[src/rtl/alu_pkg.sv]
// Shared ALU control codes, opcode/funct constants and datapath widths
// for the decode/execute boundary.
package alu_pkg;

  localparam int DW = 32;
  localparam int RW = 5;

  localparam logic [3:0] ALU_NOP  = 4'b0000;
  localparam logic [3:0] ALU_ADD  = 4'b1000;
  localparam logic [3:0] ALU_ADDU = 4'b0110;
  localparam logic [3:0] ALU_SUB  = 4'b1001;
  localparam logic [3:0] ALU_AND  = 4'b1100;
  localparam logic [3:0] ALU_OR   = 4'b0100;
  localparam logic [3:0] ALU_SLT  = 4'b1111;
  localparam logic [3:0] ALU_SLL  = 4'b1011;
  localparam logic [3:0] ALU_SRL  = 4'b1010;
  localparam logic [3:0] ALU_SRA  = 4'b0010;

  localparam logic [5:0] OP_RTYPE = 6'b000000;
  localparam logic [5:0] OP_ADDI  = 6'b001000;
  localparam logic [5:0] OP_ADDIU = 6'b001001;
  localparam logic [5:0] OP_ANDI  = 6'b001100;
  localparam logic [5:0] OP_ORI   = 6'b001101;

  localparam logic [5:0] F_ADD  = 6'b100000;
  localparam logic [5:0] F_ADDU = 6'b100001;
  localparam logic [5:0] F_SUB  = 6'b100010;
  localparam logic [5:0] F_AND  = 6'b100100;
  localparam logic [5:0] F_OR   = 6'b100101;
  localparam logic [5:0] F_SLT  = 6'b101010;
  localparam logic [5:0] F_SLL  = 6'b000000;
  localparam logic [5:0] F_SRL  = 6'b000010;
  localparam logic [5:0] F_SRA  = 6'b000011;

endpackage

[src/rtl/alu_ctrl_decode.sv]
// Combinational opcode/funct decode to ALU control plus operand
// and destination selects.
module alu_ctrl_decode
  import alu_pkg::*;
(
  input  logic [5:0] opcode,
  input  logic [5:0] funct,
  output logic [3:0] alu_ctrl,
  output logic       imm_sel,
  output logic       ext_sign,
  output logic       rd_sel,
  output logic       regwrite,
  output logic       illegal
);

  always_comb begin
    alu_ctrl = ALU_NOP;
    imm_sel  = 1'b0;
    ext_sign = 1'b0;
    rd_sel   = 1'b0;
    unique case (1'b1)
      (opcode == OP_RTYPE): begin
        rd_sel = 1'b1;
        unique case (funct)
          F_ADD:   alu_ctrl = ALU_ADD;
          F_ADDU:  alu_ctrl = ALU_ADDU;
          F_SUB:   alu_ctrl = ALU_SUB;
          F_AND:   alu_ctrl = ALU_AND;
          F_OR:    alu_ctrl = ALU_OR;
          F_SLT:   alu_ctrl = ALU_SLT;
          F_SLL:   alu_ctrl = ALU_SLL;
          F_SRL:   alu_ctrl = ALU_SRL;
          F_SRA:   alu_ctrl = ALU_SRA;
          default: alu_ctrl = ALU_NOP;
        endcase
      end
      (opcode == OP_ADDI): begin
        alu_ctrl = ALU_ADD;
        imm_sel  = 1'b1;
        ext_sign = 1'b1;
      end
      (opcode == OP_ADDIU): begin
        alu_ctrl = ALU_ADDU;
        imm_sel  = 1'b1;
        ext_sign = 1'b1;
      end
      (opcode == OP_ANDI): begin
        alu_ctrl = ALU_AND;
        imm_sel  = 1'b1;
      end
      (opcode == OP_ORI): begin
        alu_ctrl = ALU_OR;
        imm_sel  = 1'b1;
      end
      default: alu_ctrl = ALU_NOP;
    endcase
  end

  // No legal instruction maps to 0000, so it doubles as the trap marker
  assign illegal  = (alu_ctrl == ALU_NOP);
  assign regwrite = !illegal;

endmodule

[src/rtl/id_ex_operand_stage.sv]
// ID/EX operand stage: decode, forward, select and register ALU operands.
// Define ID_EX_FWD_EN to enable EX/MEM and MEM/WB operand forwarding.
module id_ex_operand_stage #(
  parameter int DW = 32,
  parameter int RW = 5
) (
  input  logic          clk,
  input  logic          reset,
  input  logic          in_valid,
  output logic          in_ready,
  input  logic          flush,
  input  logic [5:0]    opcode,
  input  logic [5:0]    funct,
  input  logic [RW-1:0] rs_addr,
  input  logic [RW-1:0] rt_addr,
  input  logic [RW-1:0] rd_addr,
  input  logic [DW-1:0] rs_data,
  input  logic [DW-1:0] rt_data,
  input  logic [15:0]   imm,
  input  logic          exmem_wr,
  input  logic [RW-1:0] exmem_rd,
  input  logic [DW-1:0] exmem_data,
  input  logic          memwb_wr,
  input  logic [RW-1:0] memwb_rd,
  input  logic [DW-1:0] memwb_data,
  output logic          out_valid,
  input  logic          out_ready,
  output logic [3:0]    ALUcontrol,
  output logic [DW-1:0] A,
  output logic [DW-1:0] B,
  output logic [RW-1:0] ex_rd,
  output logic          ex_regwrite,
  output logic          illegal
);

  import alu_pkg::*;

  logic [3:0]    dec_alu;
  logic          imm_sel;
  logic          ext_sign;
  logic          rd_sel;
  logic          dec_rw;
  logic          dec_ill;
  logic [DW-1:0] rs_op;
  logic [DW-1:0] rt_op;
  logic [DW-1:0] imm_ext;
  logic [DW-1:0] nxt_a;
  logic [DW-1:0] nxt_b;
  logic [RW-1:0] nxt_rd;
  logic          nxt_rw;
  logic          load;

  alu_ctrl_decode u_dec (
    .opcode   (opcode),
    .funct    (funct),
    .alu_ctrl (dec_alu),
    .imm_sel  (imm_sel),
    .ext_sign (ext_sign),
    .rd_sel   (rd_sel),
    .regwrite (dec_rw),
    .illegal  (dec_ill)
  );

`ifdef ID_EX_FWD_EN
  // Younger EX/MEM result wins; r0 is never forwarded
  function automatic logic [DW-1:0] fwd(
    input logic [RW-1:0] addr,
    input logic [DW-1:0] rf
  );
    if (exmem_wr && exmem_rd == addr && addr != '0)
      return exmem_data;
    else if (memwb_wr && memwb_rd == addr && addr != '0)
      return memwb_data;
    else
      return rf;
  endfunction

  assign rs_op = fwd(rs_addr, rs_data);
  assign rt_op = fwd(rt_addr, rt_data);
`else
  logic unused_fwd;
  assign unused_fwd = ^{exmem_wr, exmem_rd, exmem_data,
                        memwb_wr, memwb_rd, memwb_data,
                        rs_addr};
  assign rs_op = rs_data;
  assign rt_op = rt_data;
`endif

  assign imm_ext = ext_sign ? {{(DW-16){imm[15]}}, imm}
                            : {{(DW-16){1'b0}}, imm};

  assign nxt_a  = dec_ill ? '0 : rs_op;
  assign nxt_b  = dec_ill ? '0 : (imm_sel ? imm_ext : rt_op);
  assign nxt_rd = rd_sel ? rd_addr : rt_addr;
  assign nxt_rw = dec_rw && (nxt_rd != '0);

  assign in_ready = !out_valid || out_ready;
  assign load     = in_valid && in_ready;

  always_ff @(posedge clk) begin
    if (reset) begin
      out_valid   <= 1'b0;
      ALUcontrol  <= ALU_NOP;
      A           <= '0;
      B           <= '0;
      ex_rd       <= '0;
      ex_regwrite <= 1'b0;
      illegal     <= 1'b0;
    end else if (flush) begin
      out_valid   <= 1'b0;
      ex_regwrite <= 1'b0;
    end else if (load) begin
      out_valid   <= 1'b1;
      ALUcontrol  <= dec_alu;
      A           <= nxt_a;
      B           <= nxt_b;
      ex_rd       <= nxt_rd;
      ex_regwrite <= nxt_rw;
      illegal     <= dec_ill;
    end else if (out_ready) begin
      out_valid   <= 1'b0;
    end
  end

endmodule

[config.mk]
export PLATFORM = sky130hd
export DESIGN_NAME = id_ex_operand_stage
export DESIGN_NICKNAME = d
export VERILOG_FILES = /design/src/rtl/alu_pkg.sv /design/src/rtl/alu_ctrl_decode.sv /design/src/rtl/id_ex_operand_stage.sv
export SDC_FILE = /design/constraint.sdc
export NUM_CORES = 1
export LEC_CHECK = 0
export CAP_MARGIN = 40
export CORE_AREA = 2 2 104 106
export CTS_BUF_LIST = sky130_fd_sc_hd__clkbuf_4
export CTS_CLUSTER_SIZE = 25
export DETAILED_ROUTE_END_ITERATION = 8
export DIE_AREA = 0 0 106 108
export DONT_BUFFER_PORTS = 1
export GPL_TIMING_DRIVEN = 0
export PLACE_DENSITY = 0.42
export SLEW_MARGIN = 10
export SYNTH_ARGS = -nofsm -noshare
export SYNTH_HDL_FRONTEND = slang
export SYNTH_SLANG_ARGS = --single-unit
export TNS_END_PERCENT = 5
[constraint.sdc]
create_clock -name clk -period 1.57 [get_ports clk]
set_input_delay 0.0785 -clock clk [delete_from_list [all_inputs] [get_ports clk]]
set_output_delay 0.0785 -clock clk [all_outputs]
set_load 0.03 [all_outputs]
==> results.yml, run 1 <==
yosys:
  synth_area_um2: 3120
  synth_cells: 278
  yosys_warnings: 0
  synth.area.mux_share: 0.0770
  synth_fa_ha_area_frac: 0
  synth-compound-area-share: 0.309
  synth-seq-cells: 76
  synthXorXnorAreaFrac: 0
  synth.avg_cell_area_um2: 11.2
  synth.distinct_cells: 43
  synth_top_family_by_area: "compound AO/OA/AOI/OAI gates"
  synth-simple-area-share: 0.0803
  syn_nets: 466
  ys_seq_area_frac: 0.488
clock_network:
  numCtsBuffers: 9
  ctsHoldBuffers: 101
  clockRootBuffer: "clkbuf_4"
  cts-htree-levels: 3
  cts.sinks: 76
  clock_path_buffers: 2
  cts-resized-gates: 15
  post_cts_buffers: 8
run_status:
  error: "[ERROR RSZ-0060] Max buffer count reached."
  status: "stopped before the end"
  haltStage: "clock tree synthesis (4_1_cts)"
place:
  gp_routability_congestion: 0.756
  hpwlAfterDp_um: 6720
  port_buffers: 0
  dp_cells: 414
die:
  die_h_um: 108
  initial_core_util: 0.305
  ios: 265
  die_w_um: 106
  num_rows: 37
cell families after synthesis:
group,count (synthesis)
simple gates,44
mux,24
compound gates,109
flops,76
buf+inv,25
stage by stage:
step / setup TNS (ns) / cell area [um^2] / worst slack (ns)
2_1_floorplan: -0.0394 / 3140 / -0.00438
3_3_place_gp: -20.08 / 3310 / -0.372
3_5_place_dp: -21.62 / 3310 / -0.374
synth_stat cells:
library cell	instances	share of area
dfxtp_1	76	0.49
a22o_1	32	0.090
mux2i_1	24	0.077
o2bb2ai_1	23	0.065
o21ai_0	21	0.034
nor2_1	16	0.019
clkbuf_1	13	0.016
o2bb2ai_2	10	0.048
a211oi_1	6	0.014
buf_2	5	0.0080
buf_6	4	0.014
nand2_1	4	0.0048
nor3_1	4	0.0064
a21oi_1	3	0.0048
nand3_1	3	0.0048
o21bai_1	3	0.0072
and3b_1	2	0.0056
inv_1	2	0.0024
nand4b_1	2	0.0056
or3_4	2	0.0072
a2111o_1	1	0.0036
a211oi_4	1	0.0064
a21boi_0	1	0.0024
a2bb2oi_2	1	0.0048
a311oi_1	1	0.0028
a31o_2	1	0.0028
a31oi_1	1	0.0020
and3_1	1	0.0020
buf_8	1	0.0048
nand2b_1	1	0.0020
nor2b_1	1	0.0020
nor3b_1	1	0.0024
nor3b_2	1	0.0040
nor4_1	1	0.0020
o311ai_0	1	0.0028
o32a_4	1	0.0072
o32ai_1	1	0.0028
o32ai_4	1	0.0088
or2_0	1	0.0020
or3_1	1	0.0020
or3_2	1	0.0024
or4_1	1	0.0024
or4b_1	1	0.0032
==> inputs of run 2 (changes only) <==
CTS_BUF_LIST = default   (was sky130_fd_sc_hd__clkbuf_4)
CTS_CLUSTER_SIZE = default   (was 25)
PLACE_DENSITY = default   (was 0.42)
PLACE_DENSITY_LB_ADDON = 0.15   (was default)
clock period = 2 ns   (was 1.57 ns; I/O delays follow)
==> results.yml, run 2 <==
grt:
  grt_antenna_before_repair: 0
  grt_max_degree: 13
  groute.usage.overall: 0.177
  grt.overflow.total: 0
  grt_pass1_vias: 2851
  grt_pass1_wl_um: 15600
clock_network:
  cts.sinks: 76
  numCtsBuffers: 9
  clockRootBuffer: "clkbuf_8"
  cts_tree: "yes"
  cts.clk_slew.worst_paths_ns: 0.08
  clock_path_buffers: 2
  worst_skew_pair.late_latency_ns: 0.34
  cts-htree-levels: 3
sta:
  tns_ns: 0
  tightest_slew_ns: 0.558
  fmax_ghz: 0.543
  slew_viol_final: 0
  period_minus_slack_ns: 1.84
  hold_viol: 0
  setup_viol: 0
  post-route-period-util: 0.920
  rsz0062_at_grt: "no"
  skew_ns: 0.00879
  relSlewSlack: 0.627
  whs_ns: 0.0242
worst_setup_path:
  crit_start: "opcode[5]"
  crit_type: "in2reg"
  critPathRequiredTime_ns: 2.25
  crit_path_frequent_cell: "buf_2"
  worstPathMaxFanout: 10
  cp_cell_sequence: "or4b_1 > buf_2 > buf_2 > mux2i_1 > dlygate4sd3_1 > o2bb2ai_2"
  r2r-start: "out_valid$_SDFFE_PP0P_"
  slowest_delay_ns: 0.62
  cp-end-kind: "register"
  start_kind: "input port"
  cp_slowest_cell: "or4b_1"
  worstPathArrival_ns: 2.09
pwr:
  pwr-share-clk: 0.383
  p_per_area_nw_per_um2: 700
  ir_drop_uv: 307
  pwr-share-seq: 0.506
  intPower_uw: 2340
  p_leak_uw: 0.00173
  switching_power_uw: 785
  power_uw: 3120
  p_comb_frac: 0.111
  switching_share: 0.251
yosys:
  synth_area_um2: 3120
  synth_cells: 278
  synth_async_sr_flop_share: 0
  synthTopCellsByCount: "76 x dfxtp_1, 32 x a22o_1, 24 x mux2i_1"
  ys.flop_type: "dfxtp_1"
  synth-edff-count: 0
  synth_area_leaders: "dfxtp_1 49%, a22o_1 9.0%, mux2i_1 7.7%"
  synth.distinct_cells: 43
  synth_top_area_frac: 0.488
  synth.avg_cell_area_um2: 11.2
  ys_seq_area_frac: 0.488
  yosys_warnings: 0
  synth_area_leader_cell: "dfxtp_1"
  syn_nets: 466
  synth-seq-cells: 76
  synth_most_common_cell: "dfxtp_1"
cells_and_area:
  drive_gt1_frac: 0.136
  final_cell_mix: "94 x dlygate4sd3_1, 75 x dfxtp_1, 32 x a22o_1"
  area_delta_synth_final_pct: 42.9
  antenna_cells: 0
  top_regs: "A (32), B (32), ex_rd (5)"
  mostFrequentLayoutCell: "dlygate4sd3_1"
  instances_no_fill: 526
  fin_nets: 573
die:
  initial_core_util: 0.305
  die_h_um: 108
  die_area_um2: 11400
  ios: 265
  die_w_um: 106
  num_rows: 37
  core_um2: 10200
hold_path:
  min_path_type: "in2reg"
  worstHoldStart: "imm[15]"
place:
  gp_routability_congestion: 0.755
  hpwlAfterDp_um: 6790
  dp_cells: 415
  port_buffers: 0
detailed_routing:
  ant_nets: 0
  wire_per_inst_um: 19.2
  routed_wirelength_um: 10100
  drc: 0
  via_per_inst: 5.20
  vias: 2734
  drt_iter0_drc: 110
  first_pass_iters: 4
run_status:
  status: "finished, final reports clean"
run:
  drv_cap: 0
-- run 2: cell counts after synthesis --
No cell type changed its count.
-- run 2: per-layer routing --
layer | part of all wire | wire, um | GRT usage | vias to the layer above
met1 | 0.41 | 4190 | 0.203 | 1287
met2 | 0.47 | 4740 | 0.291 | 142
met3 | 0.099 | 998 | 0.0778 | 16
li1 | - | - | - | 1289
met4 | 0.017 | 174 | 0.0677 | 0
met5 | 0 | 0 | 0 | -
-- run 2: final cells by class --
cell class	instances	area, um^2
Timing Repair Buffer	96	956
Sequential cell	76	1520
Buffer	23	140
Clock inverter	4	48.8
Inverter	2	7.51
Fill cell	969	5770
Multi-Input combinational cell	177	1470
Clock buffer	12	145
Tap cell	136	170
-- run 2: worst paths after layout --
path              depth (start not counted)              endpoint  slack (ns)
setup / recovery                          6    B[11]$_SDFFE_PP0P_        0.16
hold / removal                            2    B[31]$_SDFFE_PP0P_        0.02
setup reg to reg                          5  illegal$_SDFFE_PP0P_        0.16
hold reg to reg                           1     B[2]$_SDFFE_PP0P_        0.62
-- run 2: per-stage QoR --
step | setup WS, ns | cell area [um^2] | utilization
floorplan | -0.0267 | 3120 | -
global placement | -0.748 | 3290 | 0.322
detailed placement | -0.618 | 3300 | 0.322
CTS | 0.0766 | 4450 | 0.435
global route | 0.0162 | 4460 | 0.436
finish | 0.159 | 4460 | 0.436
-- run 2: kinds of logic after synthesis --
family / after synthesis / share of synthesized area
AO/OA/AOI/OAI: 109 / 0.309
flip-flops: 76 / 0.488
AND/OR/NAND/NOR: 44 / 0.0803
buffers and inverters: 25 / 0.0453
multiplexers: 24 / 0.0770
-- run 2: critical path, delay by kind of cell --
kind            cells  cell delay (ns)
compound gates      1             0.05
buf+inv             3             1.13
mux                 1             0.18
simple gates        1             0.62
-- run 2: power by group through the flow --
stage,clock network (uW),registers (uW),logic [uW]
floorplan,0,1610,141
global placement,0,1620,178
detailed placement,0,1620,182
CTS,1230,1580,341
global route,1300,1580,374
finish,1190,1580,346
-- run 2: timing repair --
| action | CTS | global route |
|---|---|---|
| endpoints found under the setup margin | 74 | 30 |
| hold buffers | 94 | 0 |
| buffers inserted | 1 | 0 |
| gates resized for setup | 7 | 1 |
| endpoints found under the hold margin | 74 | 0 |
(Power assumes the default switching activity.)
==> inputs of run 3 (changes only) <==
CTS_BUF_LIST = sky130_fd_sc_hd__clkbuf_2 sky130_fd_sc_hd__clkbuf_4 sky130_fd_sc_hd__clkbuf_8   (was default)
==> results.yml, run 3 (same netlist as run 2, synthesis figures left out) <==
sta:
  hold_viol: 0
  slew_viol_final: 0
  period_minus_slack_ns: 1.84
  rsz0062_at_grt: "no"
  post-route-period-util: 0.921
  tightest_slew_ns: 0.558
  fmax_ghz: 0.543
  skew_ns: 0.00939
  setup_viol: 0
  tns_ns: 0
  relSlewSlack: 0.627
worst_setup_path:
  r2r-start: "out_valid$_SDFFE_PP0P_"
  crit_type: "reg2reg"
  critPathRequiredTime_ns: 2.28
  crit_start: "out_valid$_SDFFE_PP0P_"
  crit_end: "illegal$_SDFFE_PP0P_"
  r2r_end: "illegal$_SDFFE_PP0P_"
  cp-end-kind: "register"
  start_kind: "register"
  rr_worst_depth: 5
  worstPathArrival_ns: 2.12
  worstPathMaxFanout: 10
  reg2reg_slack_ns: 0.16
clock_network:
  numCtsBuffers: 9
  cts.sinks: 76
  clockRootBuffer: "clkbuf_8"
  worst_skew_pair.late_latency_ns: 0.34
  cts.clk_slew.worst_paths_ns: 0.08
  clock_path_buffers: 2
  cts_tree: "yes"
  cts-htree-levels: 3
grt:
  grt_antenna_before_repair: 0
  top_usage_layer: "met2"
  use_met1: 0.204
  grt_max_degree: 13
  grt.overflow.total: 0
  groute.usage.overall: 0.177
  grt_pass1_vias: 2852
  met2_usage: 0.291
  gr-usage-met3: 0.0759
  grt_pass1_wl_um: 15600
place:
  port_buffers: 0
  hpwlAfterDp_um: 6790
  dp_cells: 415
  gp_routability_congestion: 0.755
hold_path:
  min_path_type: "in2reg"
  whs_path_depth: 2
detailed_routing:
  drt_iter0_drc: 107
  first_pass_iters: 4
  vias: 2728
  wire_per_inst_um: 19.2
  ant_nets: 0
  via_per_inst: 5.19
  drc: 0
  routed_wirelength_um: 10100
pwr:
  p_per_area_nw_per_um2: 705
  pwr-share-clk: 0.388
  switching_share: 0.249
  p_comb_frac: 0.110
  pwr-share-seq: 0.502
  ir_drop_uv: 307
  intPower_uw: 2360
  p_leak_uw: 0.00174
  switching_power_uw: 783
cells_and_area:
  area_delta_synth_final_pct: 43.2
  mostFrequentLayoutCell: "dlygate4sd3_1"
  top_regs: "A (32), B (32), ex_rd (5)"
  fin_nets: 573
  instances_no_fill: 526
  drive_gt1_frac: 0.141
  final_cell_mix: "94 x dlygate4sd3_1, 75 x dfxtp_1, 32 x a22o_1"
  antenna_cells: 0
die:
  core_um2: 10200
  die_area_um2: 11400
  die_w_um: 106
  num_rows: 37
  initial_core_util: 0.305
  ios: 265
  die_h_um: 108
run_status:
  status: "finished, final reports clean"
run:
  drv_cap: 0
-- run 3: layout make-up --
type                       instances  area, um^2
clock inverter                     4        48.8
fill                             969        5770
timing repair buffer              96         956
buffer                            23         140
tap                              136         170
sequential                        76        1520
multi-input combinational        177        1470
clock buffer                      12         153
inverter                           2        7.51
-- run 3: power groups by stage --
stage	logic (uW)	registers, uW	clock network [uW]
2_1_floorplan	141	1610	0
3_3_place_gp	178	1620	0
3_5_place_dp	182	1620	0
4_1_cts	341	1580	1260
5_1_grt	375	1580	1330
6_report	346	1580	1220
-- run 3: worst min-delay path by stage --
stage / from / endpoint
6_report: imm[15] / B[31]$_SDFFE_PP0P_
3_3_place_gp: rs_data[1] / A[1]$_SDFFE_PP0P_
4_1_cts: rt_addr[2] / ex_rd[2]$_SDFFE_PP0P_
2_1_floorplan: rs_data[0] / A[0]$_SDFFE_PP0P_
3_5_place_dp: rs_data[29] / A[29]$_SDFFE_PP0P_
5_1_grt: imm[15] / B[31]$_SDFFE_PP0P_
-- run 3: timing repair --
action,4_1_cts,5_1_grt
hold buffers,94,0
gates cloned,0,0
setup buffers,1,0
endpoints found under the hold margin,75,0
resized for setup,7,1
setup endpoints to repair,74,30
-- run 3: worst max-delay path: stages, from the launching register on --
cell and delay, ns:
dfxtp_2 0.39, nand2b_2 0.25, nor3b_4 0.32, clkbuf_1 0.42
o311ai_0 0.23, a21oi_1 0.16
-- run 3: metal layers --
layer  vias up  wire [um]
li1       1290          -
met1      1283       4180
met2       139       4680
met3        16       1030
met4         0        193
met5         -          0
-- run 3: metrics by stage --
stage                     hold slack, ns  cell area (um^2)  total power (uW)  worst slack [ns]  utilization
after global placement             0.226              3290              1790            -0.748        0.322
final                             0.0225              4460              3150             0.158        0.436
after global routing             0.00941              4460              3290            0.0162        0.436
after CTS                        0.00121              4460              3190            0.0766        0.436
after detailed placement           0.229              3300              1800            -0.618        0.322
after floorplan                    0.226              3120              1750           -0.0267            -
